## config.mk

```make
export PLATFORM = sky130hd
export DESIGN_NAME = heading_smoother
export DESIGN_NICKNAME = d
export VERILOG_FILES = /design/src/rtl/heading_smoother.sv
export SDC_FILE = /design/constraint.sdc
export NUM_CORES = 1
export LEC_CHECK = 0
export CORE_AREA = 2 2 102 104
export CTS_CLUSTER_DIAMETER = 50
export DETAILED_ROUTE_END_ITERATION = 7
export DIE_AREA = 0 0 104 106
export HOLD_SLACK_MARGIN = 0.12
export PLACE_DENSITY = 0.81
export SYNTH_ARGS = -nofsm -noshare
export SYNTH_HDL_FRONTEND = slang
export SYNTH_SLANG_ARGS = --single-unit
```

## constraint.sdc

```tcl
create_clock -name clk_in -period 9.34 [get_ports clk_in]
set_clock_uncertainty 0.1 [all_clocks]
set_input_delay 1.401 -clock clk_in [delete_from_list [all_inputs] [get_ports clk_in]]
set_output_delay 1.401 -clock clk_in [all_outputs]
set_load 0.02 [all_outputs]
```

## src/rtl/heading_smoother.sv

```systemverilog
// Slew-limited heading tracker: captures the angle stage result and steps toward it the short way round.
// Latency: outputs and valid_out appear ANGLE_LATENCY+1 cycles after the sample_in edge.
// No backpressure: sample_in is dropped while busy_out is high, nothing is queued.
module heading_smoother #(
    parameter int ANGLE_LATENCY = 37,
    parameter int MAX_STEP      = 8,
    parameter int DEADBAND      = 2,
    parameter int SECTOR_DEG    = 15
) (
    input  logic               clk_in,
    input  logic               rst_in,
    input  logic               sample_in,
    input  logic signed [31:0] angle_in,
    output logic        [8:0]  heading_out,
    output logic        [4:0]  sector_out,
    output logic        [1:0]  dir_out,
    output logic               valid_out,
    output logic               busy_out
);

    localparam int CW = $clog2(ANGLE_LATENCY + 1);
    localparam logic signed [10:0] S180  = 11'sd180;
    localparam logic signed [10:0] S360  = 11'sd360;
    localparam logic signed [10:0] MAX_S = 11'(MAX_STEP);
    localparam logic signed [10:0] DB_S  = 11'(DEADBAND);

    typedef enum logic [1:0] {IDLE, WAIT, UPDATE} state_t;

    state_t             state_q, state_d;
    logic [CW-1:0]      cnt_q, cnt_d;
    logic signed [31:0] target_q, target_d;
    logic               snapped_q, snapped_d;
    logic [8:0]         heading_d;
    logic [4:0]         sector_d;
    logic [1:0]         dir_d;
    logic               valid_d;

    logic               in_range;
    logic signed [10:0] err_raw, err_w, err_abs, step, sum;
    logic [8:0]         stepped;
    logic [1:0]         step_dir;

    // Shortest-path error, deadband, clamp and single-step wrap.
    always_comb begin
        in_range = (target_q >= 32'sd0) && (target_q <= 32'sd359);
        err_raw  = $signed({2'b00, target_q[8:0]}) - $signed({2'b00, heading_out});
        err_w    = err_raw;
        if (err_raw > S180)
            err_w = err_raw - S360;
        else if (err_raw <= -S180)
            err_w = err_raw + S360;
        err_abs = (err_w < 11'sd0) ? -err_w : err_w;
        if (err_abs <= DB_S)
            step = 11'sd0;
        else if (err_w > MAX_S)
            step = MAX_S;
        else if (err_w < -MAX_S)
            step = -MAX_S;
        else
            step = err_w;
        sum = $signed({2'b00, heading_out}) + step;
        if (sum < 11'sd0)
            sum = sum + S360;
        else if (sum >= S360)
            sum = sum - S360;
        stepped = sum[8:0];
        if (step > 11'sd0)
            step_dir = 2'b01;
        else if (step < 11'sd0)
            step_dir = 2'b10;
        else
            step_dir = 2'b00;
    end

    always_comb begin
        state_d   = state_q;
        cnt_d     = cnt_q;
        target_d  = target_q;
        snapped_d = snapped_q;
        heading_d = heading_out;
        dir_d     = dir_out;
        valid_d   = 1'b0;
        case (state_q)
            IDLE: begin
                if (sample_in && !valid_out) begin
                    state_d = WAIT;
                    cnt_d   = CW'(ANGLE_LATENCY - 1);
                end
            end
            WAIT: begin
                if (cnt_q == '0) begin
                    target_d = angle_in;
                    state_d  = UPDATE;
                end else begin
                    cnt_d = cnt_q - 1'b1;
                end
            end
            UPDATE: begin
                state_d = IDLE;
                if (in_range) begin
                    valid_d = 1'b1;
                    if (!snapped_q) begin
                        heading_d = target_q[8:0];
                        dir_d     = 2'b00;
                        snapped_d = 1'b1;
                    end else begin
                        heading_d = stepped;
                        dir_d     = step_dir;
                    end
                end
            end
            default: state_d = IDLE;
        endcase
        sector_d = 5'(heading_d / 9'(SECTOR_DEG));
    end

    always_ff @(posedge clk_in) begin
        if (!rst_in) begin
            state_q     <= IDLE;
            cnt_q       <= '0;
            target_q    <= '0;
            snapped_q   <= 1'b0;
            heading_out <= '0;
            sector_out  <= '0;
            dir_out     <= 2'b00;
            valid_out   <= 1'b0;
        end else begin
            state_q     <= state_d;
            cnt_q       <= cnt_d;
            target_q    <= target_d;
            snapped_q   <= snapped_d;
            heading_out <= heading_d;
            sector_out  <= sector_d;
            dir_out     <= dir_d;
            valid_out   <= valid_d;
        end
    end

    // Held through the valid_out cycle so the next sample lands strictly after it.
    assign busy_out = (state_q != IDLE) || valid_out;

endmodule

```

### Word-level counts from Yosys, hierarchy flattened

Cells that the tools add are included.

| word-level totals | value |
|---|---|
| RAM bits | 0 |
| bits in registers | 58 |
| ROM bits | 0 |
| input port bits | 35 |
| memories kept | 0 |
| latch bits | 0 |
| output and inout bits | 18 |

| operators by class | value |
|---|---|
| order comparisons | 12 |
| equal/unequal tests | 5 |
| add/sub/neg operators | 8 |
| multipliers | 0 |
| shift-type cells | 0 |
| div/mod/pow operators | 1 |
| bitwise logic cells | 0 |
| reduce and logical (&&, ||, !) cells | 13 |
| multiplexer cells | 21 |

Operators by type and width:

| operator | number |
|---|---|
| 11-bit 2-to-1 mux | 6 |
| 9-bit 2-to-1 mux | 5 |
| 11-bit by 1-bit less-than comparator with 1-bit output, second input constant | 3 |
| 32-bit by 1-bit greater-or-equal comparator with 1-bit output, second input constant | 1 |
| 32-bit by 10-bit less-or-equal comparator with 1-bit output, second input constant | 1 |
| 6-bit 2-to-1 mux | 2 |
| 6-bit case mux with 2 select lines | 1 |
| 10-bit by 10-bit adder with 11-bit output, second input constant | 1 |
| 10-bit by 11-bit adder with 11-bit output | 1 |
| 11-bit by 10-bit greater-or-equal comparator with 1-bit output, second input constant | 1 |
| 11-bit by 1-bit > comparator with 1-bit output, second input constant | 1 |
| 11-bit by 5-bit > comparator with 1-bit output, second input constant | 1 |
| 11-bit by 3-bit less-or-equal comparator with 1-bit output, second input constant | 1 |
| 11-bit by 4-bit less-than comparator with 1-bit output, second input constant | 1 |
| 11-bit negation | 1 |
| 10-bit by 10-bit subtractor with 11-bit output, second input constant | 1 |
| 10-bit by 9-bit > comparator with 1-bit output, second input constant | 1 |
| 10-bit by 9-bit less-or-equal comparator with 1-bit output, second input constant | 1 |
| 2-bit 2-to-1 mux | 5 |
| 9-bit by 9-bit subtractor with 10-bit output | 1 |
| 9-bit adder, second input constant | 1 |
| 9-bit by 4-bit divider with 9-bit output, second input constant | 1 |
| 9-bit subtractor, second input constant | 1 |
| 2-bit AND reduction | 4 |
| 13 further kinds | 17 |

### Logic depth before layout (Yosys ltp)

| logic depth | value |
|---|---|
| depth after elaboration | 16 |
| mapped depth | 45 |

### Least setup slack after synthesis

No wires, ideal clock.

| timing | value |
|---|---|
| path type | register to register |
| from | register heading_out[4] |
| to | register sector_out[0] |
| slack | 0.464 ns |
| arrival | 8.680 ns |
| stages on the path, launching flop included | 42 |
| required time | 9.145 ns |
| cells stage by stage | dfxtp_1 -> inv_1 -> ha_1 -> and2_1 -> clkbuf_2 -> or4_4 -> o21ai_4 -> nor2_2 -> a221oi_4 -> o32ai_1 -> xnor2_1 -> or4_4 -> a21boi_2 -> o211ai_1 -> nand2_1 -> nor3_1 -> ha_1 -> inv_1 -> (+6 left out) -> o21ai_0 -> a31o_2 -> a21boi_0 -> a21boi_0 -> o2111ai_1 -> o211ai_4 -> or3_1 -> a21boi_1 -> o21ai_1 -> o32a_1 -> o22a_1 -> a211oi_2 -> nor2_1 -> ha_1 -> nand3_1 -> nor2_1 -> mux2i_1 -> a221oi_1 |

| between the ends | value |
|---|---|
| longest elaborated chain between the ends | 16 |
| elaborated cells on any way between the ends | 27 |
| those cells by class | 7 x add/sub; 1 x div; 8 x order compare; 11 x mux |

RTL lines:

| element | RTL line | RTL |
|---|---|---|
| from (decl) | 14 | `output logic [8:0] heading_out,` |
| from (signal assigned) | 132 | `heading_out <= heading_d;` |
| 9-bit by 9-bit subtractor with 10-bit output | 46 | `err_raw = $signed({2'b00, target_q[8:0]}) - $signed({2'b00, heading_out});` |
| 10-bit by 10-bit adder with 11-bit output or 10-bit by 9-bit less-or-equal comparator with 1-bit output (tied branches) | 51, 50 |  |
| 11-bit 2-to-1 mux | 50 | `else if (err_raw <= -S180)` |
| 11-bit 2-to-1 mux | 48 | `if (err_raw > S180)` |
| 11-bit negation, or another cell as far along | 52 | `err_abs = (err_w < 11'sd0) ? -err_w : err_w;` |
| 11-bit 2-to-1 mux, on equally long branches | 52, 57 |  |
| 11-bit by 3-bit less-or-equal comparator with 1-bit output or 11-bit 2-to-1 mux (tied branches) | 53, 55 |  |
| 11-bit 2-to-1 mux | 53 | `if (err_abs <= DB_S)` |
| 10-bit by 11-bit adder with 11-bit output | 61 | `sum = $signed({2'b00, heading_out}) + step;` |
| 9-bit subtractor or 11-bit by 10-bit greater-or-equal comparator with 1-bit output (tied branches) | 65, 64 |  |
| 9-bit 2-to-1 mux | 64 | `else if (sum >= S360)` |
| 9-bit 2-to-1 mux | 62 | `if (sum < 11'sd0)` |
| 9-bit 2-to-1 mux | 102 | `if (!snapped_q) begin` |
| 9-bit 2-to-1 mux | 100 | `if (in_range) begin` |
| 9-bit 2-to-1 mux * | 83 | `case (state_q)` |
| 9-bit by 4-bit divider with 9-bit output * | 114 | `sector_d = 5'(heading_d / 9'(SECTOR_DEG));` |
| to (signal assigned) | 133 | `sector_out <= sector_d;` |
| to (decl) | 15 | `output logic [4:0] sector_out,` |

Mark *: on every way between the ends. The rest lies on a longest branch, timed or not.
A chain may end at the register's enable or synchronous reset.

### Worst setup path in the final report

Same ends and word-level chain as after synthesis.

==> flow_summary.toml <==
[sta]
tightest_slew_ns = 1.184
period_minus_slack_ns = 8.979
hold_violations = 0
fin_setup_tns_ns = 0
hold_slack_ns = 0.3605
drv_slew = 0
fin_crit_sh_pct = 96.14
setup_viol = 0
slew_headroom_pct = 20.80
fmax_mhz = 111.4

[grt]
grt_use_met3_pct = 3.495
grt_pass1_vias = 4875
antenna_found_initial = 0
track_usage_pct = 25.13
grt_max_degree = 56
grt_util_met1_pct = 32.52
grt_pass1_wl_um = 22930
grt-busiest-layer = "met2"
grt-ovfl-total = 0
grt_use_met2_pct = 41.96

[place]
place_area_mm2 = 0.005801
dp_hpwl_um = 10620
portBuffers = 52
gp_congestion = 0.9333

[detailed_routing]
vias = 5280
wl_per_cell_um = 16.61
initialDrtViolationCount = 379
wirelength_um = 14700
via_per_inst = 5.966
post-route-drc-count = 0
antenna_left = 0
drtPass1Iterations = 5

[synth]
synth.avg_cell_area_um2 = 7.572
synth_top_area_share_pct = 23.45
synth.yosys.seq_area_share_pct = 23.45
syn-instance-count = 654
netlist_area_mm2 = 0.004952
ys_ff_latch = 58
synth_area_leaders = "dfxtp_1, ha_1, a21oi_1"
synth_largest_area_cell = "dfxtp_1"
synth_nets = 720
ys_types = 87
async_reset_ff_share_pct = 0
synth_edf_count = 0
synth_ff_type = "dfxtp_1"
yosysWarnings = 0

[clocking]
clock_latency_ns = 0.34
cts_sinks = 58
ctsHoldBuffers = 0
cts_made_buffers = 9
clk_pin_slew_ns = 0.07
root_buffer = "clkbuf_8"
cts_tree = "yes"
cts_buffer_depth = 2
htreeDepth = 3

[floorplanning]
row_count = 37
dieArea_mm2 = 0.01102
dieWidth_um = 104
pin_count = 53
coreArea_mm2 = 0.01000
die_h_um = 106
start_util_pct = 49.52

[setup_path]
reg2regPathDepth = 39
endpoint_kind = "register"
critPathLaunch = "heading_out[4]"
slowest_delay_ns = 0.54
crit_end = "sector_out[0]"
regToRegStartpoint = "heading_out[4]"
cpMaxStageDelayCell = "or4_4"
rrSetupSlack_ns = 0.36
criticalPathCategory = "reg -> reg"
crit_fanout = 9
path_common_cell = "ha_1"
reg2reg_to = "sector_out[0]"
cp-start-kind = "register"
crit_required_ns = 9.48
cp.arrival_ns = 9.11

[layout]
utilization_pct = 64.21
fin_nets = 810
diodes = 0
regArea_mm2 = 0.001166
multi_input_area_mm2 = 0.003851
fin_area_mm2 = 0.006421
nFillCells = 869
drive_above_1_share_pct = 18.83
area_growth_pct = 29.66

[status]
status = "finished, final reports clean"

[worst_hold_path]
hp-class = "reg -> reg"

[run]
cap_viol_max_count = 0
## critical path, delay by kind of cell (launching register included)
family          cells  cell delay [ns]
fa+ha+maj           3             1.03
buf+inv             4             0.62
compound gates     20             4.41
simple gates       10             2.19
mux                 2             0.17
flops               1             0.34
## metrics by stage
stage | cells | setup WS [ns]
2_1_floorplan | 654 | 0.4642
3_3_place_gp | 852 | 0.2800
3_5_place_dp | 852 | -0.02346
4_1_cts | 869 | 0.01720
5_1_grt | 885 | -0.1644
6_report | 885 | 0.3610
## per-layer routing
metal	vias to the layer above	routed length (um)
li1	2578	-
met4	0	571
met1	2480	6401
met3	47	651
met5	-	0
met2	175	7072
## final cells by class
cell class	instances	area share, %
flip-flops and latches	58	18.16
clock buffers	9	1.929
clock inverters	7	1.461
inverters	33	1.929
multi-input cells	542	59.98
repair buffers	100	13.89
well taps	136	2.650
## registers in the layout (all words and copies together) (netlist names)
name         cells
valid_out        1
sector_out       5
dir_out          2
target_q        32
cnt_q            6
snapped_q        1
heading_out      9
state_q          2
## cells in the mapped netlist, drive strengths merged, types with 6 or more instances
cell type  instances
a21boi             6
a21o              10
a21oi             74
and2               6
clkbuf            21
dfxtp             58
ha                29
inv               32
mux2i             17
nand2             93
nand2b             7
nand3             12
nor2              63
nor3              22
nor4              11
o211ai            10
o21ai             33
o221ai             6
o22ai              7
o31a               6
xnor2             17
xor2              11
## placed cells by master (no fill, tap or decap), drive strengths merged, types with 22 or more instances in the layout
cell / netlist / layout
o21ai: 33 / 33
a21oi: 74 / 74
nand2: 93 / 93
buf: 1 / 48
inv: 32 / 33
dfxtp: 58 / 58
nor2: 63 / 63
nor3: 22 / 22
clkdlybuf4s50: 0 / 52
ha: 29 / 29
## kinds of logic (layout without fill, tap and decap cells)
logic type      count (synthesis)  count (layout)  synth area share [%]
compound gates                212             213                 31.00
fa+ha+maj                      32              32                 8.338
flops                          58              58                 23.45
mux                            18              18                 3.663
xor+xnor                       28              28                 4.952
simple gates                  251             251                 24.33
buf+inv                        55             149                 4.270
## how the worst min path moves through the flow
stage                  from           end  slack [ns]  cells after the start
2_1_floorplan  target_q[14]  target_q[14]        0.34                      2
3_3_place_gp   target_q[18]  target_q[18]        0.34                      2
3_5_place_dp   target_q[13]  target_q[13]        0.35                      2
4_1_cts        target_q[13]  target_q[13]        0.36                      2
5_1_grt         target_q[9]   target_q[9]        0.39                      2
6_report       target_q[19]  target_q[19]        0.36                      2
## timing repair
item / 4_1_cts / 5_1_grt
pin swaps: 1 / 23
gates cloned: 0 / 1
gates resized for setup: 2 / 62
endpoints found under the setup margin: 1 / 3
setup buffers: 1 / 15
Power is left out: the tool's default activity adds up to more than one toggle a clock period on the data nets, which glitch-free logic cannot reach.
==> RTL edit 1: new RTL, same flow settings <==
Encoding of `state_t`: now one-hot (3 bits for 3 states).
--- a/src/rtl/heading_smoother.sv
+++ b/src/rtl/heading_smoother.sv
@@ -24,7 +24,7 @@
     localparam logic signed [10:0] MAX_S = 11'(MAX_STEP);
     localparam logic signed [10:0] DB_S  = 11'(DEADBAND);
 
-    typedef enum logic [1:0] {IDLE, WAIT, UPDATE} state_t;
+    typedef enum logic [2:0] {IDLE = 3'b001, WAIT = 3'b010, UPDATE = 3'b100} state_t;
 
     state_t             state_q, state_d;
     logic [CW-1:0]      cnt_q, cnt_d;
Check against the original RTL: no difference found for any inputs over 10 cycles, from zero or initial values and one cycle with rst_in low; not proved beyond that.
==> RTL edit 1 against the original RTL <==
- setup slack got worse by 120 ps
- critical path depth increased by 2
- global-route usage increased by 1.9 points
- sequential cell count increased by 1
- design area increased by 1.7%
- area after synthesis increased by 2.5%
- highest routed layer unchanged
- fmax decreased by 1.3%
- wire length increased by 8.3%
Power is left out: it rests on default switching activity, and per cell area and clock period it moved more than threefold.
==> RTL edit 1: results (changes against the original RTL) <==
| Metric | This run | Unit | Change |
| --- | --- | --- | --- |
| Post-Place Cells | 870 | - | +2.1% |
| Detailed placement HPWL | 11200 | µm | +5.9% |
| Routed length per instance | 17.5 | µm | +5.7% |
| Antenna Diode Count | 0 | - | unchanged |
| Crit-path max FO | 8 | - | -1 |
| Result of the run | finished clean | - |  |
| Maximum number of buffers from clock root to sink | 2 | - | unchanged |
| Cell area after placement | 5830 | µm² | +0.45% |
| Number of antenna violations at the first check in global routing | 0 | - | unchanged |
| Area contributors post-synth | dfxtp_1 23%, ha_1 7.1%, nand2_1 7.0%, a21oi_1 6.5%, nor2_1 5.0% | - |  |
| Count of fill cells added during filler insertion | 841 | - | -3.2% |
| Hold wc startpoint | target_q[19] | - |  |
| Worst slack, placed | -172 | ps | -148 ps |
| Mean post-synth cell area | 7.37 | µm² | -2.7% |
| Worst max-slew margin expressed relative to the limit | 23.5 | % | +2.7 points |
| Vias per cell | 6.16 | - | +3.3% |
| Arrival time of the worst setup path | 9240 | ps | +130 ps |
| Latest clock arrival within the worst-skew pair | 360 | ps | +20 ps |
| Number of input and output port buffers inserted | 52 | - | unchanged |
| Global-route wire length before repair | 24700 | µm | +7.8% |
| First DRT Iteration DRCs | 333 | - | -12% |
| Total CTS buffers | 9 | - | unchanged |
| CP Launch Type | flip-flop | - |  |
| Number of nets produced by synthesis | 755 | - | +4.9% |
| Net total in the final layout | 832 | - | +2.7% |
| Vias in the first global route | 5251 | - | +7.7% |
| Slowest CP cell | or4b_2 | - |  |
| Unique masters post-synth | 90 | - | +3.4% |
| Storage element area | 1180 | µm² | +1.3% |
| Maximum number of pins on one net before global-route repair | 46 | - | -18% |
| DRC violations left | 0 | - | unchanged |
| Startpoint of the worst register-to-register path | heading_out[0] | - |  |
| Most numerous cell types in the synthesized netlist | 94 x nand2_1, 68 x nor2_1, 66 x a21oi_1 | - |  |
| Largest stage delay on the critical path | 630 | ps | +90 ps |
| Weighted congestion at the end of routability-driven global placement | 0.974 | - | +4.4% |
| Gr usage total | 27.1 | % | +1.9 points |
| Sequential fraction of the synthesis area | 23.3 | % | -0.18 points |
| Number of H-tree levels | 3 | - | unchanged |
| Count of warnings emitted by yosys | 0 | - | unchanged |
| Async SR Flop Fraction | 0 | % | unchanged |
| DR pass1 iterations | 5 | - | unchanged |
| Share of final-layout standard cells stronger than drive strength 1 | 19.7 | % | +0.89 points |
| Non-filler cells in the finished layout | 907 | - | +2.5% |
| Max_cap viols | 0 | - | unchanged |
| Number of failing hold endpoints at the final stage | 0 | - | unchanged |
| Buffer type at the clock tree root | clkbuf_8 | - |  |
==> RTL edit 1: changes by cell type after synthesis, moves of 6 or more <==
cell	delta
buf_2	+10
nand3_1	+12
a211oi_1	+10
mux2i_1	-9
nor2_1	+6
a21oi_1	-6
==> RTL edit 1: worst max-delay path: cells and delay by family, from the launching register on <==
family | cells | cell delay (ps)
flops | 1 | 390
fa+ha+maj | 6 | 1580
xor+xnor | 3 | 560
simple gates | 16 | 3480
compound gates | 15 | 2770
buf+inv | 1 | 70
==> RTL edit 1: final cells by class <==
cell class	instances	share of cell area, %
multi-input cells	557	60.0
flip-flops and latches	59	18.1
repair buffers	102	13.7
well taps	136	2.60
inverters	37	2.13
clock buffers	9	1.90
clock inverters	7	1.53
==> RTL edit 1: through the flow <==
| stage | TNS (ps) | hold slack (ps) |
|---|---|---|
| after detailed placement | -172 | 348 |
| after CTS | 0 | 358 |
| final | 0 | 359 |
| after global placement | 0 | 344 |
| after floorplan | 0 | 336 |
| after global routing | -96.2 | 383 |
==> RTL edit 1: cells by family after synthesis <==
logic type      Yosys count  synth area share (%)
compound gates          218                  30.6
xor+xnor                 21                  3.62
fa+ha+maj                31                  7.94
buf+inv                  73                  5.94
flops                    59                  23.3
mux                       8                  1.58
simple gates            279                  27.1
==> RTL edit 1: metal layers <==
layer  vias to the layer above  wire length (µm)  global-route usage, %
met4                         0               536                   11.6
met1                      2640              6400                   33.1
li1                       2651                 -                      -
met3                        54              1090                   4.60
met2                       244              7890                   47.0
met5                         -                 0                      0
==> RTL edit 1: final timing paths <==
kind | to | slack, ps | depth (start not counted)
worst max-delay path | sector_out[0] | 240 | 41
worst min register to register | target_q[19] | 360 | 2
worst min-delay path | target_q[19] | 360 | 2
worst max register to register | sector_out[0] | 240 | 41
==> RTL edit 1: what timing repair did <==
item,CTS,global route
hold endpoints to repair,0,0
resized for setup,3,71
setup buffers,2,19
setup endpoints to repair,1,3
pin swaps,1,26
==> RTL edit 2: new RTL, same settings <==
Without the edit above. Set the parameter `ANGLE_LATENCY` to 74 (it was 37).
--- a/src/rtl/heading_smoother.sv
+++ b/src/rtl/heading_smoother.sv
@@ -2,7 +2,7 @@
 // Latency: outputs and valid_out appear ANGLE_LATENCY+1 cycles after the sample_in edge.
 // No backpressure: sample_in is dropped while busy_out is high, nothing is queued.
 module heading_smoother #(
-    parameter int ANGLE_LATENCY = 37,
+    parameter int ANGLE_LATENCY = 74,
     parameter int MAX_STEP      = 8,
     parameter int DEADBAND      = 2,
     parameter int SECTOR_DEG    = 15
Function: same outputs for any inputs over 10 cycles, from zero or initial values and one cycle with rst_in low; that may be too few to reach the edited logic, so the function may still have changed.
==> RTL edit 2 against the original RTL <==
- design area is 12% higher
- sequential cell count is 1 higher
- highest routed layer unchanged
- count of clock-buffer cells in the layout is 2 higher
- cell count is 11% higher
- critical path depth is 8 higher
- largest cell class unchanged
- setup slack worse by 130 ps
- area after synthesis is 3.4% higher
- synthesized cell count is 6.0% higher
- non-clock buffer count is 62 higher
- fmax is 1.4% lower
- wire length is 14% higher
==> RTL edit 2: results (changes against the original RTL) <==
| Metric | This run | Unit | Change |
| --- | --- | --- | --- |
| First DRT Iteration DRCs | 338 | - | -11% |
| DR pass1 iterations | 6 | - | +1 |
| Weighted congestion at the end of routability-driven global placement | 0.978 | - | +4.8% |
| Number of antenna violations at the first check in global routing | 0 | - | unchanged |
| Slew at the pin closest to its max-slew limit | 1020 | ps | -164 ps |
| Sequential fraction of the synthesis area | 23.1 | % | -0.39 points |
| Detailed placement HPWL | 11900 | µm | +12% |
| Hold wc startpoint | target_q[23] | - |  |
| Number of H-tree levels | 3 | - | unchanged |
| Crit-path max FO | 6 | - | -3 |
| Clock slew at reported path FFs | 70 | ps | about the same |
| Maximum number of buffers from clock root to sink | 2 | - | unchanged |
| Share of final-layout standard cells stronger than drive strength 1 | 27.6 | % | +8.7 points |
| Worst-case reg-to-reg path depth | 47 | - | +21% |
| Gr usage total | 28.2 | % | +3.0 points |
| Buffer type at the clock tree root | clkbuf_8 | - |  |
| Net total in the final layout | 905 | - | +12% |
| Wire length on met1 | 6960 | µm | +8.8% |
| Standby leakage power | 2.91 | nW |  |
| Class of the tightest hold or removal check | flip-flop to flip-flop | - |  |
| Antenna Diode Count | 0 | - | unchanged |
| Hold endpoint | target_q[23] | - |  |
| Most numerous cell types in the synthesized netlist | 108 x nand2_1, 69 x a21oi_1, 59 x dfxtp_1 | - |  |
| Global-route wire length before repair | 25800 | µm | +12% |
| Worst reg2reg setup slack | 230 | ps | -130 ps |
| Detailed route wirelength on metal3 | 849 | µm | +30% |
| Met2 wire len | 8520 | µm | +20% |
| Async SR Flop Fraction | 0 | % | unchanged |
| Total CTS buffers | 9 | - | unchanged |
| Peak VDD IR | 0.305 | mV |  |
| Count of fill cells added during filler insertion | 769 | - | -12% |
| Area share of the largest cell type after synthesis | 23.1 | % | -0.39 points |
| Unique masters post-synth | 87 | - | unchanged |
| Vias in the first global route | 5580 | - | +14% |
| Highest routed metal layer | met4 | - |  |
| Result of the run | finished clean | - |  |
| Count of warnings emitted by yosys | 0 | - | unchanged |
| Vias per cell | 6.00 | - | +0.59% |
| Maximum number of pins on one net before global-route repair | 54 | - | -3.6% |
| Arrival time of the worst setup path | 9230 | ps | +120 ps |
| Startpoint of the worst register-to-register path | heading_out[0] | - |  |
| Leading registers by flop count | target_q (32), heading_out (9), cnt_q (7) | - |  |
| Slowest CP cell | or4_1 | - |  |
| Worst flop-to-flop path endpoint | sector_out[0] | - |  |
| Worst hold-check slack | 357 | ps | -3.88 ps |
| Drt total wl | 16800 | µm | +14% |
| Worst Hold Depth | 2 | - | unchanged |
| Number of nets produced by synthesis | 761 | - | +5.7% |
| Largest stage delay on the critical path | 570 | ps | +30 ps |
| Area contributors post-synth | dfxtp_1 23%, nand2_1 7.9%, ha_1 7.6%, a21oi_1 6.7%, nor2_1 4.0% | - |  |
==> RTL edit 2: cell count changes after synthesis, moves of 5 or more <==
cell,change
buf_2,+7
nand2_1,+15
mux2i_1,-11
nand3_1,+7
a211o_1,+5
nor2_1,-7
and2_1,+6
==> RTL edit 2: what timing repair did <==
| item | in CTS | in global routing |
|---|---|---|
| pin swaps | 8 | 47 |
| resized for setup | 11 | 87 |
| setup buffers | 3 | 17 |
| endpoints found under the setup margin | 1 | 2 |
==> RTL edit 2: worst max-delay path by stage <==
stage | startpoint | to
5_1_grt | heading_out[0] | sector_out[0]
6_report | heading_out[0] | sector_out[0]
3_3_place_gp | heading_out[2] | sector_out[0]
2_1_floorplan | heading_out[3] | sector_out[0]
3_5_place_dp | heading_out[2] | sector_out[0]
4_1_cts | target_q[0] | sector_out[0]
==> RTL edit 2: final cells by class <==
cell class,count,area share [%]
Multi-Input combinational cell,570,57.2
Timing Repair Buffer,162,18.9
Sequential cell,59,16.5
Tap cell,136,2.36
Clock buffer,11,1.96
Inverter,35,1.82
Clock inverter,5,1.18
==> RTL edit 2: critical path, delay by kind of cell (launching register included) <==
family / cells / cell delay (ps)
buffers and inverters: 6 / 770
XOR/XNOR: 2 / 320
AO/OA/AOI/OAI: 19 / 2660
multiplexers: 1 / 270
AND/OR/NAND/NOR: 11 / 2270
flip-flops: 1 / 390
adder cells (fa/ha/maj): 8 / 2230
==> RTL edit 2: power by group <==
part | internal (mW) | switching, mW
logic | 1.22 | 1.45
registers | 0.274 | 0.0170
clock network | 0.159 | 0.105
==> RTL edit 2: cell families (layout without fill, tap and decap cells) <==
family          Yosys count  in the layout  synth area share [%]
fa+ha+maj                33             33                  8.35
flops                    59             59                  23.1
compound gates          220            220                  29.9
xor+xnor                 27             27                  4.76
buf+inv                  64            213                  4.86
mux                      13             13                  2.78
simple gates            277            277                  26.3
==> RTL edit 2: routing by layer <==
metal,vias up,GRT usage (%)
li1,2811,-
met1,2798,34.4
met2,217,50.8
met3,43,3.68
met4,0,9.94
met5,-,0
==> RTL edit 2: per-stage QoR <==
step | std cells | setup TNS [ps] | setup slack [ps] | instance area (µm²) | utilization, %
floorplan | 693 | 0 | 31.8 | 5130 | -
global placement | 942 | 0 | 132 | 6380 | 63.8
detailed placement | 942 | -236 | -236 | 6380 | 63.8
CTS | 961 | 0 | 5.80 | 6680 | 66.8
global route | 978 | -233 | -233 | 7210 | 72.1
finish | 978 | 0 | 231 | 7210 | 72.1
